## config.mk

```make
export PLATFORM = sky130hd
export DESIGN_NAME = cache_control
export DESIGN_NICKNAME = d
export VERILOG_FILES = /design/src/rtl/cache_control.sv
export SDC_FILE = /design/constraint.sdc
export NUM_CORES = 1
export LEC_CHECK = 0
export ABC_CLOCK_PERIOD_IN_PS = 1900
export CELL_PAD_IN_SITES_DETAIL_PLACEMENT = 1
export CELL_PAD_IN_SITES_GLOBAL_PLACEMENT = 1
export CORE_ASPECT_RATIO = 1.75
export CORE_MARGIN = 3
export CORE_UTILIZATION = 33
export DETAILED_ROUTE_END_ITERATION = 6
export GPL_TIMING_DRIVEN = 0
export PLACE_DENSITY_LB_ADDON = 0.15
export RECOVER_POWER = 25
export SLEW_MARGIN = 30
export SYNTH_ARGS = -nofsm -noshare
export SYNTH_HDL_FRONTEND = slang
export SYNTH_SLANG_ARGS = --single-unit
```

## constraint.sdc

```tcl
create_clock -name clk -period 1.9 [get_ports clk]
set_input_delay 0.38 -clock clk [delete_from_list [all_inputs] [get_ports clk]]
set_output_delay 0.38 -clock clk [all_outputs]
set_load 0.01 [all_outputs]
```

## src/rtl/cache_control.sv

```systemverilog
// Control FSM for the 2-way set-associative L1 cache: hit service, dirty-victim
// write-back, line allocate, and saturating hit/miss statistics.
module cache_control #(
    parameter int CNT_WIDTH = 16
) (
    input  logic                 clk,
    input  logic                 rst_n,
    input  logic                 mem_read,
    input  logic                 mem_write,
    output logic                 mem_resp,
    output logic                 pmem_read,
    output logic                 pmem_write,
    input  logic                 pmem_resp,
    input  logic                 hit,
    input  logic                 hit2_out,
    input  logic                 valid1_out,
    input  logic                 valid2_out,
    input  logic                 dirty1_out,
    input  logic                 dirty2_out,
    input  logic                 lru_out,
    output logic                 load_tag1,
    output logic                 load_tag2,
    output logic                 load_valid1,
    output logic                 load_valid2,
    output logic                 load_data1,
    output logic                 load_data2,
    output logic                 load_lru,
    output logic                 load_dirty1,
    output logic                 load_dirty2,
    output logic                 valid1_in,
    output logic                 valid2_in,
    output logic                 dirty1_in,
    output logic                 dirty2_in,
    output logic                 lru_in,
    output logic                 writemux1_sel,
    output logic                 writemux2_sel,
    output logic                 pmem_sel,
    output logic                 pmem_write_sel,
    output logic [CNT_WIDTH-1:0] hit_count,
    output logic [CNT_WIDTH-1:0] miss_count
);

    typedef enum logic [1:0] {
        IDLE_COMPARE = 2'd0,
        WRITEBACK    = 2'd1,
        ALLOCATE     = 2'd2
    } state_t;

    localparam logic [CNT_WIDTH-1:0] CNT_ONE = {{(CNT_WIDTH-1){1'b0}}, 1'b1};

    state_t                r_state;
    state_t                w_nextState;
    logic [CNT_WIDTH-1:0]  r_hitCount;
    logic [CNT_WIDTH-1:0]  r_missCount;
    logic                  w_req;
    logic                  w_victimDirty;
    logic                  w_hitInc;
    logic                  w_missInc;

    assign w_req         = mem_read | mem_write;
    assign w_victimDirty = lru_out ? (valid2_out & dirty2_out) : (valid1_out & dirty1_out);
    assign hit_count     = r_hitCount;
    assign miss_count    = r_missCount;

    always_ff @(posedge clk or negedge rst_n) begin
        if (!rst_n) begin
            r_state <= IDLE_COMPARE;
        end else begin
            r_state <= w_nextState;
        end
    end

    // Outputs are held at 0 while reset is low so a held request cannot pulse any array write.
    always_comb begin
        w_nextState    = r_state;
        w_hitInc       = 1'b0;
        w_missInc      = 1'b0;
        mem_resp       = 1'b0;
        pmem_read      = 1'b0;
        pmem_write     = 1'b0;
        load_tag1      = 1'b0;
        load_tag2      = 1'b0;
        load_valid1    = 1'b0;
        load_valid2    = 1'b0;
        load_data1     = 1'b0;
        load_data2     = 1'b0;
        load_lru       = 1'b0;
        load_dirty1    = 1'b0;
        load_dirty2    = 1'b0;
        valid1_in      = 1'b0;
        valid2_in      = 1'b0;
        dirty1_in      = 1'b0;
        dirty2_in      = 1'b0;
        lru_in         = 1'b0;
        writemux1_sel  = 1'b0;
        writemux2_sel  = 1'b0;
        pmem_sel       = 1'b0;
        pmem_write_sel = 1'b0;
        if (rst_n) begin
            unique case (r_state)
                IDLE_COMPARE: begin
                    if (w_req && hit) begin
                        w_hitInc = 1'b1;
                        mem_resp = 1'b1;
                        load_lru = 1'b1;
                        lru_in   = ~hit2_out;
                        if (mem_write) begin
                            if (hit2_out) begin
                                load_data2    = 1'b1;
                                writemux2_sel = 1'b1;
                                load_dirty2   = 1'b1;
                                dirty2_in     = 1'b1;
                            end else begin
                                load_data1    = 1'b1;
                                writemux1_sel = 1'b1;
                                load_dirty1   = 1'b1;
                                dirty1_in     = 1'b1;
                            end
                        end
                    end else if (w_req) begin
                        w_missInc   = 1'b1;
                        w_nextState = w_victimDirty ? WRITEBACK : ALLOCATE;
                    end
                end
                WRITEBACK: begin
                    pmem_write     = 1'b1;
                    pmem_sel       = 1'b1;
                    pmem_write_sel = lru_out;
                    if (pmem_resp) begin
                        w_nextState = w_req ? ALLOCATE : IDLE_COMPARE;
                    end
                end
                ALLOCATE: begin
                    pmem_read = 1'b1;
                    if (pmem_resp) begin
                        w_nextState = IDLE_COMPARE;
                        if (lru_out) begin
                            load_data2  = 1'b1;
                            load_tag2   = 1'b1;
                            load_valid2 = 1'b1;
                            valid2_in   = 1'b1;
                            load_dirty2 = 1'b1;
                        end else begin
                            load_data1  = 1'b1;
                            load_tag1   = 1'b1;
                            load_valid1 = 1'b1;
                            valid1_in   = 1'b1;
                            load_dirty1 = 1'b1;
                        end
                    end
                end
                default: w_nextState = IDLE_COMPARE;
            endcase
        end
    end

    // Statistics counters stick at all-ones rather than wrapping.
    always_ff @(posedge clk or negedge rst_n) begin
        if (!rst_n) begin
            r_hitCount  <= '0;
            r_missCount <= '0;
        end else begin
            if (w_hitInc && (r_hitCount != '1)) begin
                r_hitCount <= r_hitCount + CNT_ONE;
            end
            if (w_missInc && (r_missCount != '1)) begin
                r_missCount <= r_missCount + CNT_ONE;
            end
        end
    end

endmodule

```

# Word level (Yosys, flattened, before mapping)
# Cells that the tools add are included.
[op_classes] eq_ne=8 n_addsub=2 reduce_logical=5 mux=46 bitwise_logic=4
[op_table] operator="1-bit 2-to-1 mux" n=37
[op_table] operator="16-bit by 1-bit adder with 16-bit output (second input constant)" n=2
[op_table] operator="16-bit != test (second input constant)" n=2
[op_table] operator="2-bit 2-to-1 mux" n=6
[op_table] operator="2-bit != test (second input constant)" n=4
[op_table] operator="2-bit case mux with 3 select lines" n=1
[op_table] operator="5-bit AND reduction" n=1
[op_table] operator="1-bit case mux with 2 select lines" n=2
[op_table] operator="1-bit logical AND" n=3
[op_table] operator="1-bit bitwise AND" n=2
[op_table] operator="2-bit by 1-bit equality test with 1-bit output (second input constant)" n=1
[op_table] operator="2-bit equality test (second input constant)" n=1
[op_table] operator="2-bit zero test" n=1
[op_table] operator="1-bit NOT" n=1
[op_table] operator="1-bit bitwise OR" n=1
[totals] in_bits=12 ff_bits=34 word_cells=68

# Depth between registers and ports, before layout
[logic_depth] ltp_word=6 ltp_mapped=6

# Worst setup path after synthesis
# OpenSTA, ideal clock, no wires.
[synth_timing] kind="register -> output" from="register r_state[0]" to="output load_dirty2" arrival_ns=1.567 required_ns=1.520 setup_slack_ns=-0.047 stages_incl_launch_ff=7 path_cell_list="dfrtp_1 -> o21ba_4 -> nand3_4 -> inv_1 -> and3_1 -> or2_2 -> buf_4"
[synth_via] elab_chain_len=3 elab_cells_between_ends=4 classes_between="eq/ne (1); mux (2); reduce/logical (1)"
[synth_lines] element="from (decl)" line_no="51" text="state_t r_state;"
[synth_lines] element="from (signal assigned)" line_no="69" text="r_state <= w_nextState;"
[synth_lines] element="2-bit equality test / 2-bit zero test (equally long branches)"
[synth_lines] element="1-bit case mux with 2 select lines *"
[synth_lines] element="1-bit 2-to-1 mux *"
[synth_lines] element="to (decl)" line_no="29" text="output logic load_dirty2,"
# Every way passes the cells marked *; elsewhere a longest branch is shown, timed or not.

# Worst setup path in the final report
[layout_timing] from="register r_state[1]" to="output load_dirty2"
[layout_via] elab_chain_len=3 elab_cells_between_ends=4 classes_between="eq/ne (1); mux (2); reduce/logical (1)"
[layout_lines] element="2-bit equality test / 2-bit zero test (equally long branches)" line_no="100" text="unique case (r_state)"
[layout_lines] element="1-bit case mux with 2 select lines *" line_no="100"
[layout_lines] element="1-bit 2-to-1 mux *" line_no="99" text="if (rst_n) begin"
# Marked as above.

==> flow_metrics.tcl <==
set metrics [dict create \
    vias 1709 \
    r2r_end "hit_count[11]$_DFFE_PN0P_" \
    syn-num-nets 194 \
    rsz0062_at_grt "true" \
    synth_xor_area_share_pct 13.0 \
    grt_usage_pct 16.8 \
    setup_viol 9 \
    ant_nets 0 \
    globalplace.congestion 0.751 \
    powerDensity_mw_per_mm2 872 \
    syn-instance-count 180 \
    hold_viol_final 0 \
    drc 0 \
    cts_tree "done" \
    grt_start_max_net_pins 15 \
    yosysWarnings 0 \
    wirelength_um 5330 \
    worst_setup_hold_path_clk_slew_ps 70 \
    muxShareOfSynthArea_pct 1.24 \
    gr-total-overflow 0 \
    grt_pass1_vias 1884 \
    htree_levels 2 \
    dieArea_mm2 0.00648 \
    fmax_mhz 476 \
    cap_violations 0 \
    leakage_nw 1.27 \
    clk_latency_ps 280 \
    whs_ps 254 \
    synth_compound_area_share_pct 5.70 \
    drive_above_1_share_pct 28.7 \
    setup_ws_ps -200 \
    layout.nets 281 \
    total_power_mw 2.52 \
    first_pass_iters 4 \
    layout_commonest_cell "clkdlybuf4s50_1" \
    cts_num_sinks 34 \
    initial_utilization_pct 34.4 \
    start_kind "flip-flop" \
    cp.arrival_ps 1720 \
    synth-simple-area-share_pct 26.6 \
    fin_crit_ps 2100 \
    hp-class "in -> async" \
    io_buffers 64 \
    synth_seq_cells 34 \
    area_growth_pct 58.5 \
    ios 65 \
    grt_pass1_wl_um 8760 \
    async_reset_ff_share_pct 100 \
    layout_common_cells "clkdlybuf4s50_1 (39), dfrtp_1 (32), buf_4 (19)" \
    critPathKind "reg -> out" \
    diodes 0 \
    die_height_um 104 \
    ys_types 33 \
    r2r_setup_slack_ps 70 \
    outcome "finished, violations left" \
    synth_area_per_cell_um2 10.1 \
    rows 35 \
    period_share_pct 111 \
    max_slew_margin_pct 49.6 \
    ys_seq_area_share_pct 46.7 \
    end_kind "primary output" \
    fin_skew_ps 7.21 \
    ctsRootBufferMaster "clkbuf_8" \
    numCtsBuffers 5 \
    worst_pin_slew_ps 756 \
    slew_viol_final 0 \
    cts_max_path_buffers 2 \
    worstPathRequired_ps 1520 \
    synth_edf_count 0 \
    synth_adder_area_share_pct 1.37 \
    r2r_start "hit_count[0]$_DFFE_PN0P_" \
    syn_area_mm2 0.00182 \
    dieWidth_um 62.2 \
    coreArea_mm2 0.00530 \
    synthFlopType "dfrtp_1" \
    dp_hpwl_um 3630 \
    peakVddDrop_uv 666 \
    synth_top_family_by_area "simple AND/OR/NAND/NOR gates" \
    vias_per_cell 5.00 \
    path_max_fanout 4 \
    post_drt_wl_per_cell_um 15.6 \
    drtIter0Drc 34 \
    violations "setup timing" \
    antenna_found_initial 0 \
    r2r.worst_path.cells 6 \
]
how the worst max path moves through the flow:
stage / startpoint / to / slack [ps]
final: r_state[1]$_DFFE_PN0P_ / load_dirty2 / -200
after floorplan: mem_read / load_dirty2 / 30
after detailed placement: mem_write / load_dirty2 / -920
after global routing: r_state[1]$_DFFE_PN0P_ / load_dirty2 / -270
after global placement: rst_n / load_dirty2 / -2290
after CTS: r_state[1]$_DFFE_PN0P_ / load_dirty2 / -220
logic make-up after synthesis:
| kind of cell | count (synthesis) |
|---|---|
| AOI/OAI and AO/OA | 13 |
| xor gates and xnor gates | 27 |
| adders and majority gates | 2 |
| buffers and inverters | 16 |
| DFF | 34 |
| muxes | 2 |
| and+or+nand+nor | 86 |
final cells by class:
cell class                 instances  area [um2]
tap                               74        92.6
timing repair buffer              81         747
clock inverter                     1        30.0
clock buffer                       7        76.3
buffer                             9        75.1
sequential                        34         853
multi-input combinational        130         988
fill                             585        2410
inverter                           6        25.0
sequential cells by signal, summed over array words and instances, names as in the netlist:
| signal | cells |
|---|---|
| miss_count | 16 |
| hit_count | 16 |
| r_state | 2 |
power by group:
part	switching (mW)	leakage, nW	internal [mW]	total (mW)
registers	0.165	0.449	0.841	1.01
logic	0.369	0.764	0.491	0.861
clock network	0.259	0.0524	0.392	0.652
cells in the mapped netlist, types with 2 or more instances:
| cell | number | share of area, % |
|---|---|---|
| and2_1 | 2 | 0.69 |
| and3_1 | 7 | 2.4 |
| buf_4 | 10 | 4.1 |
| dfrtp_1 | 34 | 47 |
| ha_1 | 2 | 1.4 |
| inv_1 | 6 | 1.2 |
| mux2_2 | 2 | 1.2 |
| nand2_1 | 19 | 3.9 |
| nand2b_1 | 2 | 0.69 |
| nand3_1 | 15 | 4.1 |
| nand4_1 | 10 | 3.4 |
| nor2_1 | 12 | 2.5 |
| nor3_1 | 5 | 1.4 |
| nor4_1 | 4 | 1.4 |
| nor4_4 | 2 | 2.3 |
| o21a_1 | 3 | 1.2 |
| o21ai_0 | 3 | 0.82 |
| o22ai_1 | 2 | 0.69 |
| xnor2_1 | 17 | 8.2 |
| xor2_1 | 10 | 4.8 |
stage by stage:
stage | TNS [ps] | std cells | cell area (um2) | setup WS (ps) | util [%]
after global routing | -1980 | 342 | 2890 | -274 | 54.5
after floorplan | 0 | 180 | 1830 | 26.3 | -
after global placement | -109530 | 318 | 2560 | -2290 | 48.3
after CTS | -1200 | 339 | 2850 | -225 | 53.7
after detailed placement | -20350 | 319 | 2580 | -925 | 48.6
final | -868 | 342 | 2890 | -200 | 54.5
metal layers:
layer / track usage (%) / wire length [um] / up-vias
li1: - / - / 795
met1: 16.1 / 1860 / 842
met2: 31.9 / 3010 / 60
met3: 5.19 / 312 / 12
met4: 7.44 / 148 / 0
met5: 0 / 0 / -
what timing repair did:
| action | 4_1_cts | 5_1_grt |
|---|---|---|
| hold buffers | 2 | 0 |
| buffers inserted | 9 | 4 |
| endpoints found under the hold margin | 11 | 0 |
| cloned | 1 | 0 |
| setup endpoints to repair | 31 | 26 |
| resized for setup | 88 | 16 |
| pin swaps | 7 | 5 |
critical path, cell delays in order, from the launching register on:
cell and delay [ps]:
dfrtp_1 410, and2b_2 260, nand3_4 100, inv_4 40, and3_4 170, or2_4 230
buf_6 110, buf_6 110
(Power assumes the default switching activity.)
